**config.mk**
```make
export PLATFORM = sky130hd
export DESIGN_NAME = hazard_stall_unit
export DESIGN_NICKNAME = d
export VERILOG_FILES = /design/src/rtl/hazard_stall_unit.sv
export SDC_FILE = /design/constraint.sdc
export NUM_CORES = 1
export LEC_CHECK = 0
export CAP_MARGIN = 10
export CORE_AREA = 8 8 79 53
export CTS_CLUSTER_SIZE = 10
export DETAILED_ROUTE_END_ITERATION = 7
export DIE_AREA = 0 0 87 61
export GPL_TIMING_DRIVEN = 0
export PLACE_DENSITY_LB_ADDON = 0.08
export SLEW_MARGIN = 20
export SYNTH_ARGS = -nofsm -noshare
export SYNTH_HDL_FRONTEND = slang
export SYNTH_SLANG_ARGS = --single-unit
```
**constraint.sdc**
```tcl
create_clock -name clk -period 2.7 [get_ports clk]
set_input_delay 0.27 -clock clk [delete_from_list [all_inputs] [get_ports clk]]
set_output_delay 0.27 -clock clk [all_outputs]
set_load 0.005 [all_outputs]
```
**src/rtl/hazard_stall_unit.sv**
```systemverilog
// Producer-side hazard control: load-use bubbles, data-memory wait freezes and
// taken-branch flushes, plus a saturating stall-cycle performance counter.
module hazard_stall_unit #(
  parameter int unsigned LOAD_STALL_CYCLES = 1,
  parameter int unsigned CNT_W             = 16
) (
  input  logic             clk,
  input  logic             rst,
  input  logic [4:0]       id_rs1,
  input  logic [4:0]       id_rs2,
  input  logic             id_uses_rs2,
  input  logic             id_ex_MemRead,
  input  logic [4:0]       id_ex_WriteReg,
  input  logic             ex_branch_taken,
  input  logic             dmem_req,
  input  logic             dmem_ready,
  input  logic             perf_clear,
  output logic             PCWrite,
  output logic             IF_ID_Write,
  output logic             id_ex_bubble,
  output logic             if_id_flush,
  output logic             ex_mem_hold,
  output logic [CNT_W-1:0] stall_count,
  output logic [1:0]       state
);

  typedef enum logic [1:0] {
    RUN        = 2'd0,
    LOAD_STALL = 2'd1,
    MEM_WAIT   = 2'd2
  } state_e;

  // LOAD_STALL counts down to zero, so it is loaded with two less than the
  // total bubble count: the RUN detection cycle is already the first bubble.
  localparam int unsigned LS_INIT_I = (LOAD_STALL_CYCLES > 1) ? LOAD_STALL_CYCLES - 2 : 0;
  localparam logic [2:0]  LS_INIT   = 3'(LS_INIT_I);
  localparam logic [CNT_W-1:0] CNT_MAX = '1;

  state_e           state_q, state_d;
  state_e           ret_q, ret_d;
  state_e           eff_state;
  logic [2:0]       cnt_q, cnt_d;
  logic [CNT_W-1:0] stall_count_q, stall_count_d;
  logic             load_use;
  logic             mem_busy;

  always_comb begin
    load_use = id_ex_MemRead && (id_ex_WriteReg != 5'd0) &&
               ((id_ex_WriteReg == id_rs1) ||
                (id_uses_rs2 && (id_ex_WriteReg == id_rs2)));
    mem_busy = dmem_req && !dmem_ready;

    // The release cycle out of MEM_WAIT behaves exactly like the return state.
    eff_state = state_q;
    if (state_q == MEM_WAIT && !mem_busy) eff_state = ret_q;

    // NOTE: every signal written here gets a default first, so no path can
    // leave one unassigned and infer a latch.
    PCWrite      = 1'b1;
    IF_ID_Write  = 1'b1;
    id_ex_bubble = 1'b0;
    if_id_flush  = 1'b0;
    ex_mem_hold  = 1'b0;
    state_d      = state_q;
    ret_d        = ret_q;
    cnt_d        = cnt_q;

    if (mem_busy) begin
      ex_mem_hold = 1'b1;
      PCWrite     = 1'b0;
      IF_ID_Write = 1'b0;
      if (state_q != MEM_WAIT) begin
        state_d = MEM_WAIT;
        ret_d   = state_q;
      end
    end else begin
      state_d = eff_state;
      case (eff_state)
        RUN: begin
          if (ex_branch_taken) begin
            if_id_flush  = 1'b1;
            id_ex_bubble = 1'b1;
          end else if (load_use) begin
            PCWrite      = 1'b0;
            IF_ID_Write  = 1'b0;
            id_ex_bubble = 1'b1;
            if (LOAD_STALL_CYCLES > 1) begin
              state_d = LOAD_STALL;
              cnt_d   = LS_INIT;
            end
          end
        end
        LOAD_STALL: begin
          PCWrite      = 1'b0;
          IF_ID_Write  = 1'b0;
          id_ex_bubble = 1'b1;
          if (cnt_q == 3'd0) state_d = RUN;
          else               cnt_d   = cnt_q - 3'd1;
        end
        default: state_d = RUN;
      endcase
    end

    if (rst) begin
      PCWrite      = 1'b1;
      IF_ID_Write  = 1'b1;
      id_ex_bubble = 1'b0;
      if_id_flush  = 1'b0;
      ex_mem_hold  = 1'b0;
    end

    stall_count_d = stall_count_q;
    if (perf_clear)                               stall_count_d = '0;
    else if (!PCWrite && stall_count_q != CNT_MAX) stall_count_d = stall_count_q + 1'b1;
  end

  // NOTE: state registers use non-blocking assignments so every flop samples
  // the pre-edge value of every other flop, independent of statement order.
  always_ff @(posedge clk) begin
    if (rst) begin
      state_q       <= RUN;
      ret_q         <= RUN;
      cnt_q         <= 3'd0;
      stall_count_q <= '0;
    end else begin
      state_q       <= state_d;
      ret_q         <= ret_d;
      cnt_q         <= cnt_d;
      stall_count_q <= stall_count_d;
    end
  end

  assign stall_count = stall_count_q;
  assign state       = state_q;

endmodule

```
==> results of run 1 <==
## stage by stage
| step | total power, mW | util | instances | setup slack (ns) | hold WS [ns] |
|---|---|---|---|---|---|
| 3_3_place_gp | 0.437 | 0.582 | 246 | -0.359 | 0.487 |
| 2_1_floorplan | 0.385 | - | 156 | 0.666 | 0.478 |
| 5_1_grt | 0.676 | 0.608 | 252 | 0.0205 | 0.532 |
| 3_5_place_dp | 0.440 | 0.582 | 246 | -0.368 | 0.499 |
| 4_1_cts | 0.654 | 0.606 | 252 | 0.0400 | 0.510 |
| 6_report | 0.646 | 0.608 | 252 | 0.0953 | 0.507 |
## sequential cells by signal, indices dropped and copies added, names as in the netlist
name / cells
state: 2
ret_q: 2
cnt_q: 3
stall_count: 16
## power groups by stage
stage	clock [mW]	sequential, mW	combinational, mW
4_1_cts	0.219	0.342	0.0940
5_1_grt	0.233	0.342	0.101
3_3_place_gp	0	0.349	0.0877
2_1_floorplan	0	0.349	0.0352
3_5_place_dp	0	0.350	0.0899
6_report	0.211	0.341	0.0933
## per-layer routing
| layer | part of all wire | global-route usage | vias up |
|---|---|---|---|
| met4 | 0 | 0.0292 | 0 |
| met5 | 0 | 0 | - |
| li1 | - | - | 650 |
| met2 | 0.48 | 0.226 | 27 |
| met1 | 0.47 | 0.166 | 601 |
| met3 | 0.059 | 0.0446 | 0 |
## cells in the mapped netlist (2+ instances only)
cell and instances:
sky130_fd_sc_hd__ha_1 3, sky130_fd_sc_hd__xnor2_1 14, sky130_fd_sc_hd__a31oi_1 3, sky130_fd_sc_hd__a21oi_1 5
sky130_fd_sc_hd__and3_1 3, sky130_fd_sc_hd__o21ai_0 3, sky130_fd_sc_hd__buf_1 2, sky130_fd_sc_hd__nor3b_1 3
sky130_fd_sc_hd__nand2b_1 2, sky130_fd_sc_hd__a31o_1 2, sky130_fd_sc_hd__nor2b_1 3, sky130_fd_sc_hd__nand2_1 8
sky130_fd_sc_hd__dfxtp_1 23, sky130_fd_sc_hd__a211oi_1 2, sky130_fd_sc_hd__nand4_1 2, sky130_fd_sc_hd__buf_2 2
sky130_fd_sc_hd__nor4_1 4, sky130_fd_sc_hd__nand3_1 7, sky130_fd_sc_hd__nor3_1 9, sky130_fd_sc_hd__inv_1 5
sky130_fd_sc_hd__nor2_1 28, sky130_fd_sc_hd__xor2_1 9
## worst max path at each step
stage / end / cells past startpoint / slack [ns] / from
after floorplan: stall_count[11]$_SDFFE_PP0P_ / 7 / 0.67 / id_ex_WriteReg[3]
after global placement: PCWrite / 7 / -0.36 / id_ex_WriteReg[1]
after detailed placement: PCWrite / 7 / -0.37 / id_ex_WriteReg[1]
after CTS: PCWrite / 8 / 0.04 / id_ex_WriteReg[2]
after global routing: PCWrite / 8 / 0.02 / id_ex_WriteReg[4]
final: PCWrite / 8 / 0.1 / id_ex_WriteReg[4]
## placed cells by master, fill, tap and decap left out, drive strengths merged, types with 3 or more instances in the layout
| cell type | n |
|---|---|
| buf | 7 |
| nand2 | 8 |
| ha | 3 |
| a21oi | 5 |
| clkdlybuf4s50 | 42 |
| o21ai | 3 |
| nor2b | 3 |
| dfxtp | 23 |
| xnor2 | 14 |
| xor2 | 9 |
| and3 | 3 |
| nand3 | 7 |
| nor2 | 28 |
| nor3b | 3 |
| clkbuf | 4 |
| nor4 | 5 |
| nor3 | 9 |
| inv | 5 |
| a31oi | 3 |
## cell type report
class                      count  area, um^2
fill                         292        1200
multi-input combinational    122         776
timing repair buffer          47         469
sequential                    23         460
tap                           45        56.3
clock buffer                   3        41.3
buffer                         6        35.0
inverter                       5        18.8
clock inverter                 1        5.00
## repair_timing
| action | in CTS | in global routing |
|---|---|---|
| gates resized for setup | 6 | 2 |
| pin swaps | 2 | 2 |
| buffers inserted | 2 | 0 |
| endpoints found under the setup margin | 2 | 1 |
## worst max-delay path, stage by stage
cell and delay, ns:
sky130_fd_sc_hd__clkdlybuf4s50_1 0.48, sky130_fd_sc_hd__xor2_1 0.20, sky130_fd_sc_hd__nor4_2 0.22, sky130_fd_sc_hd__a32oi_1 0.17, sky130_fd_sc_hd__o31a_1 0.31, sky130_fd_sc_hd__buf_6 0.13, sky130_fd_sc_hd__buf_4 0.11, sky130_fd_sc_hd__clkdlybuf4s50_1 0.43
## logic make-up after synthesis
family | synth area share
AND/OR/NAND/NOR | 0.304
AO/OA/AOI/OAI | 0.111
XOR/XNOR | 0.158
adder cells (fa/ha/maj) | 0.0294
flip-flops | 0.361
buffers and inverters | 0.0373
==> metrics.txt, run 1 <==
# TYPE chip_impl_metric gauge
chip_impl_metric{name="maxCapViolCount",unit=""} 0
chip_impl_metric{name="switchingPower",unit="uW"} 149
chip_impl_metric{name="post-route-drc-count",unit=""} 0
chip_impl_metric{name="grt_use_total",unit=""} 0.135
chip_impl_metric{name="syn_to_final_growth",unit="%"} 45.9
chip_impl_metric{name="count_of_nets_after_finishing",unit=""} 234
chip_impl_info{name="postSynth.topFlopCell",value="sky130_fd_sc_hd__dfxtp_1"} 1
chip_impl_metric{name="power_leakage",unit="nW"} 0.640
chip_impl_metric{name="first_global_vias",unit=""} 1247
chip_impl_metric{name="detail_route.first_pass.iterations",unit=""} 4
chip_impl_metric{name="detailed_place.area",unit="mm^2"} 0.00178
chip_impl_metric{name="first_pass_grt_wire_length",unit="mm"} 5.69
chip_impl_info{name="worstHoldPathType",value="flip-flop to flip-flop"} 1
chip_impl_metric{name="placeableCoreArea",unit="mm^2"} 0.00306
chip_impl_info{name="critical_path.endpoint_type",value="output pin"} 1
chip_impl_metric{name="netlist.area_leader.share",unit=""} 0.361
chip_impl_metric{name="max_slew_margin",unit=""} 0.628
chip_impl_metric{name="postSynth.asyncResetShare",unit=""} 0
chip_impl_metric{name="timing.clock.skew",unit="ns"} 0.00401
chip_impl_metric{name="clock_insertion_delay_worst_skew",unit="ns"} 0.26
chip_impl_info{name="cell_at_the_root_of_the_clock_tree",value="sky130_fd_sc_hd__clkbuf_8"} 1
chip_impl_metric{name="seq_area_frac_synth",unit=""} 0.361
chip_impl_metric{name="finalSetupViolCount",unit=""} 0
chip_impl_metric{name="cts_hold_repair.buffers",unit=""} 0
chip_impl_metric{name="synth-edff-count",unit=""} 0
chip_impl_metric{name="floorplan.rows",unit=""} 16
chip_impl_metric{name="drv_slew",unit=""} 0
chip_impl_metric{name="place.detailed.hpwl",unit="mm"} 2.78
chip_impl_metric{name="setup_total_negative_slack",unit="ns"} 0
chip_impl_metric{name="nets_in_the_synthesized_netlist",unit=""} 182
chip_impl_metric{name="clkSlewWorstSetupHoldPaths",unit="ns"} 0.08
chip_impl_metric{name="grt_antenna_before_repair",unit=""} 0
chip_impl_metric{name="syn_area",unit="mm^2"} 0.00128
chip_impl_metric{name="critical_path_arrival",unit="ns"} 2.33
chip_impl_metric{name="final_antenna_net_count",unit=""} 0
chip_impl_metric{name="timing.final.hold_violations",unit=""} 0
chip_impl_metric{name="die_area",unit="mm^2"} 0.00531
chip_impl_info{name="timing.critical_path.from_type",value="input port"} 1
chip_impl_metric{name="synth_cell_types",unit=""} 36
chip_impl_metric{name="cts_made_buffers",unit=""} 3
chip_impl_metric{name="antenna_cells_inserted",unit=""} 0
chip_impl_metric{name="detailroute.via_count",unit=""} 1278
chip_impl_metric{name="worstRegToRegCells",unit=""} 8
chip_impl_metric{name="h-tree-depth",unit=""} 1
chip_impl_metric{name="final_standard_cell_area_without_fillers",unit="mm^2"} 0.00186
chip_impl_metric{name="internal_power",unit="uW"} 497
chip_impl_metric{name="clock-sinks",unit=""} 23
chip_impl_metric{name="port-buffer-count",unit=""} 45
chip_impl_metric{name="chipWidth",unit="um"} 87
chip_impl_metric{name="cellPowerDensity",unit="mW/mm^2"} 347
chip_impl_metric{name="initial_core_util",unit=""} 0.417
chip_impl_info{name="min_to",value="cnt_q[1]$_SDFFE_PP0P_"} 1
chip_impl_metric{name="share_clk_of_total_power",unit=""} 0.327
chip_impl_info{name="critPathKind",value="input port to output pin"} 1
chip_impl_metric{name="drt-wirelength-per-cell",unit="um"} 13.6
chip_impl_metric{name="synth_cells",unit=""} 156
chip_impl_metric{name="period_utilization_post_route",unit=""} 0.965
chip_impl_metric{name="die_h",unit="um"} 61
chip_impl_metric{name="power_frac_seq",unit=""} 0.529
chip_impl_info{name="rsz0062_at_grt",value="false"} 1
chip_impl_info{name="synth.largest_area_cell",value="sky130_fd_sc_hd__dfxtp_1"} 1
chip_impl_metric{name="grt_start_max_net_pins",unit=""} 14
chip_impl_info{name="worstReg2RegStart",value="stall_count[3]$_SDFFE_PP0P_"} 1
chip_impl_metric{name="post_route_cells_drive_above_1_share",unit=""} 0.0676
chip_impl_metric{name="setup.reg_to_reg.worst_slack",unit="ns"} 0.42
chip_impl_metric{name="post-route-min-period",unit="ns"} 2.60
chip_impl_info{name="hold_path_startpoint",value="cnt_q[1]$_SDFFE_PP0P_"} 1
chip_impl_info{name="outcome",value="completed"} 1
chip_impl_metric{name="power_frac_comb",unit=""} 0.144
chip_impl_metric{name="drt-vias-per-instance",unit=""} 5.07
chip_impl_metric{name="worstHoldPathCells",unit=""} 2
chip_impl_metric{name="yosysWarnings",unit=""} 0
chip_impl_metric{name="tightest_slew",unit="ns"} 0.553
chip_impl_metric{name="peakVddDrop",unit="mV"} 0.182
chip_impl_metric{name="cts-root-to-sink-buffers",unit=""} 2
chip_impl_metric{name="timing.critical_path.fanout_max",unit=""} 3
chip_impl_metric{name="synth.avg_cell_area",unit="um^2"} 8.18
chip_impl_metric{name="switching_share",unit=""} 0.230
chip_impl_metric{name="cp.required",unit="ns"} 2.43
chip_impl_metric{name="routed_wirelength",unit="mm"} 3.44
chip_impl_metric{name="first_iter_violations",unit=""} 54
chip_impl_metric{name="grt.overflow.total",unit=""} 0
chip_impl_info{name="yosys-top-cells-area",value="sky130_fd_sc_hd__dfxtp_1 (36%), sky130_fd_sc_hd__xnor2_1 (9.6%), sky130_fd_sc_hd__nor2_1 (8.2%)"} 1
chip_impl_metric{name="synth.ff_latch_count",unit=""} 23
chip_impl_metric{name="achievable-frequency",unit="MHz"} 384
chip_impl_metric{name="globalplace.congestion",unit=""} 0.863
chip_impl_metric{name="io-pin-count",unit=""} 46
chip_impl_info{name="tritoncts_clock_tree",value="done"} 1
chip_impl_info{name="timing.rr.end",value="stall_count[14]$_SDFFE_PP0P_"} 1
Power figures use the tool's default switching activity.
==> run 2: changes to the inputs <==
Clock period 2.7 ns to 2.8 ns, I/O delays scaled along.
==> run 2 against run 1 <==
Combinational power decreased by 3.3%. Wire length increased by 0.41%. Cell area about the same. Highest routed layer unchanged. Die area unchanged. Hold slack about the same. Critical endpoint unchanged. Largest power group unchanged. Global-route usage decreased by 0.12 points. Sequential power decreased by 4%. Total power decreased by 3.5%.
==> metrics.txt, run 2 (synthesis gave the netlist of run 1 again) <==
# TYPE chip_impl_metric gauge
chip_impl_metric{name="grt.overflow.total",unit=""} 0
chip_impl_metric{name="flip_flop_count_of_the_largest_register_all_copies_and_words_added",unit=""} 16
chip_impl_info{name="critical_path.endpoint_type",value="output pin"} 1
chip_impl_metric{name="floorplan.rows",unit=""} 16
chip_impl_info{name="tritoncts_clock_tree",value="done"} 1
chip_impl_metric{name="max_slew_margin",unit=""} 0.628
chip_impl_metric{name="power_frac_seq",unit=""} 0.528
chip_impl_info{name="outcome",value="completed"} 1
chip_impl_metric{name="post_route_cells_drive_above_1_share",unit=""} 0.0676
chip_impl_metric{name="power_frac_comb",unit=""} 0.145
chip_impl_metric{name="globalplace.congestion",unit=""} 0.863
chip_impl_metric{name="cts-root-to-sink-buffers",unit=""} 2
chip_impl_metric{name="setup_total_negative_slack",unit="ns"} 0
chip_impl_metric{name="dp_worst_setup_slack",unit="ns"} -0.288
chip_impl_metric{name="clock_insertion_delay_worst_skew",unit="ns"} 0.27
chip_impl_info{name="timing.critical_path.from_type",value="input port"} 1
chip_impl_metric{name="routed_wirelength",unit="mm"} 3.45
chip_impl_metric{name="port-buffer-count",unit=""} 45
chip_impl_metric{name="io-pin-count",unit=""} 46
chip_impl_metric{name="drv_slew",unit=""} 0
chip_impl_metric{name="post-route-min-period",unit="ns"} 2.70
chip_impl_metric{name="cp_slowest_stage_delay",unit="ns"} 0.56
chip_impl_metric{name="drt-wirelength-per-cell",unit="um"} 13.7
chip_impl_metric{name="antenna_cells_inserted",unit=""} 0
chip_impl_info{name="critPathKind",value="input port to output pin"} 1
chip_impl_metric{name="grt_use_total",unit=""} 0.134
chip_impl_metric{name="drt-vias-per-instance",unit=""} 5.08
chip_impl_metric{name="first_pass_grt_wire_length",unit="mm"} 5.64
chip_impl_metric{name="first_global_vias",unit=""} 1238
chip_impl_metric{name="final_antenna_net_count",unit=""} 0
chip_impl_metric{name="achievable-frequency",unit="MHz"} 370
chip_impl_metric{name="first_iter_violations",unit=""} 46
chip_impl_metric{name="clkSlewWorstSetupHoldPaths",unit="ns"} 0.08
chip_impl_metric{name="timing.critical_path.fanout_max",unit=""} 11
chip_impl_info{name="final_common_cell",value="sky130_fd_sc_hd__clkdlybuf4s50_1"} 1
chip_impl_metric{name="clock-sinks",unit=""} 23
chip_impl_metric{name="power_leakage",unit="nW"} 0.638
chip_impl_metric{name="cellPowerDensity",unit="mW/mm^2"} 335
chip_impl_metric{name="syn_to_final_growth",unit="%"} 46.0
chip_impl_info{name="worst_path_max_delay_cell",value="sky130_fd_sc_hd__or4_4"} 1
chip_impl_info{name="worstHoldPathType",value="flip-flop to flip-flop"} 1
chip_impl_metric{name="detail_route.first_pass.iterations",unit=""} 5
chip_impl_metric{name="initial_core_util",unit=""} 0.417
chip_impl_metric{name="timing.final.hold_violations",unit=""} 0
chip_impl_metric{name="peakVddDrop",unit="mV"} 0.176
chip_impl_metric{name="cp.required",unit="ns"} 2.52
chip_impl_metric{name="finalSetupViolCount",unit=""} 0
chip_impl_info{name="final_cell_mix",value="sky130_fd_sc_hd__clkdlybuf4s50_1 (43), sky130_fd_sc_hd__nor2_1 (28), sky130_fd_sc_hd__dfxtp_1 (23), sky130_fd_sc_hd__xnor2_1 (14)"} 1
chip_impl_metric{name="share_clk_of_total_power",unit=""} 0.327
chip_impl_metric{name="cts_made_buffers",unit=""} 3
chip_impl_metric{name="grt_antenna_before_repair",unit=""} 0
chip_impl_metric{name="switching_share",unit=""} 0.230
chip_impl_metric{name="place.detailed.hpwl",unit="mm"} 2.78
chip_impl_metric{name="count_of_nets_after_finishing",unit=""} 234
chip_impl_metric{name="maxCapViolCount",unit=""} 0
chip_impl_info{name="cell_at_the_root_of_the_clock_tree",value="sky130_fd_sc_hd__clkbuf_8"} 1
chip_impl_metric{name="tightest_slew",unit="ns"} 0.553
chip_impl_info{name="crit_chain",value="clkdlybuf4s50_1 > or4_4 > o21ai_2 > o31a_1 > buf_6 > buf_4 > clkdlybuf4s50_1"} 1
chip_impl_metric{name="critical_path_arrival",unit="ns"} 2.42
chip_impl_metric{name="internal_power",unit="uW"} 480
chip_impl_metric{name="die_area",unit="mm^2"} 0.00531
chip_impl_metric{name="detailroute.via_count",unit=""} 1279
chip_impl_metric{name="grt_start_max_net_pins",unit=""} 14
chip_impl_info{name="rsz0062_at_grt",value="false"} 1
chip_impl_metric{name="setup_slack",unit="ns"} 0.0970
chip_impl_metric{name="die_h",unit="um"} 61
chip_impl_metric{name="chipWidth",unit="um"} 87
chip_impl_metric{name="fin_total_pwr",unit="uW"} 623
chip_impl_metric{name="h-tree-depth",unit=""} 1
chip_impl_info{name="path_common_cell",value="sky130_fd_sc_hd__clkdlybuf4s50_1"} 1
chip_impl_metric{name="timing.clock.skew",unit="ns"} 0.00383
chip_impl_metric{name="period_utilization_post_route",unit=""} 0.965
chip_impl_metric{name="placeableCoreArea",unit="mm^2"} 0.00306
chip_impl_metric{name="switchingPower",unit="uW"} 143
chip_impl_metric{name="post-route-drc-count",unit=""} 0
run 2: metal layers:
metal / track usage / share of wire / routed length (um) / vias up
met4: 0.0292 / 0 / 0 / 0
li1: - / - / - / 646
met3: 0.0446 / 0.068 / 234 / 0
met2: 0.225 / 0.48 / 1650 / 39
met1: 0.163 / 0.45 / 1560 / 594
met5: 0 / 0 / 0 / -
run 2: through the flow:
step,utilization,cells,cell area [um^2],hold WS (ns)
5_1_grt,0.608,252,1860,0.532
6_report,0.608,252,1860,0.507
3_3_place_gp,0.582,246,1780,0.487
3_5_place_dp,0.582,246,1780,0.499
2_1_floorplan,-,156,1280,0.478
4_1_cts,0.602,251,1840,0.510
run 2: path summary, 6_finish.rpt:
check	start	end	slack [ns]	cells past startpoint
max reg2reg	stall_count[3]$_SDFFE_PP0P_	stall_count[14]$_SDFFE_PP0P_	0.51	8
min	cnt_q[1]$_SDFFE_PP0P_	cnt_q[1]$_SDFFE_PP0P_	0.51	2
min reg2reg	cnt_q[1]$_SDFFE_PP0P_	cnt_q[1]$_SDFFE_PP0P_	0.51	2
max	id_ex_WriteReg[1]	PCWrite	0.1	7
run 2: timing repair:
item | CTS | global route
cloned | 0 | 0
pin swaps | 1 | 2
hold buffers | 0 | 0
setup endpoints to repair | 2 | 1
buffers inserted | 1 | 1
resized for setup | 3 | 4
run 2: layout make-up:
cell class              count  area, um^2
plain buffers               6        35.0
clock buffers               3        41.3
clock inverters             1        5.00
fillers                   291        1200
inverters                   5        18.8
multi-input cells         122         776
flip-flops and latches     23         460
well taps                  45        56.3
repair buffers             47         470
run 2: critical path: cells and delay by family:
kind / cells / cell delay (ns)
compound gates: 2 / 0.35
simple gates: 1 / 0.56
buf+inv: 4 / 1.22
run 2: power by group through the flow:
stage	Sequential, mW	Combinational [mW]	Clock, mW
2_1_floorplan	0.337	0.0340	0
3_3_place_gp	0.337	0.0846	0
3_5_place_dp	0.337	0.0867	0
4_1_cts	0.329	0.0891	0.211
5_1_grt	0.330	0.0979	0.225
6_report	0.329	0.0902	0.204
==> run 3: changes to the inputs <==
Settings changed: CAP_MARGIN 10 to 30.
==> results of run 3 <==
The final DEF is identical to that of run 2; final timing and power are the same.
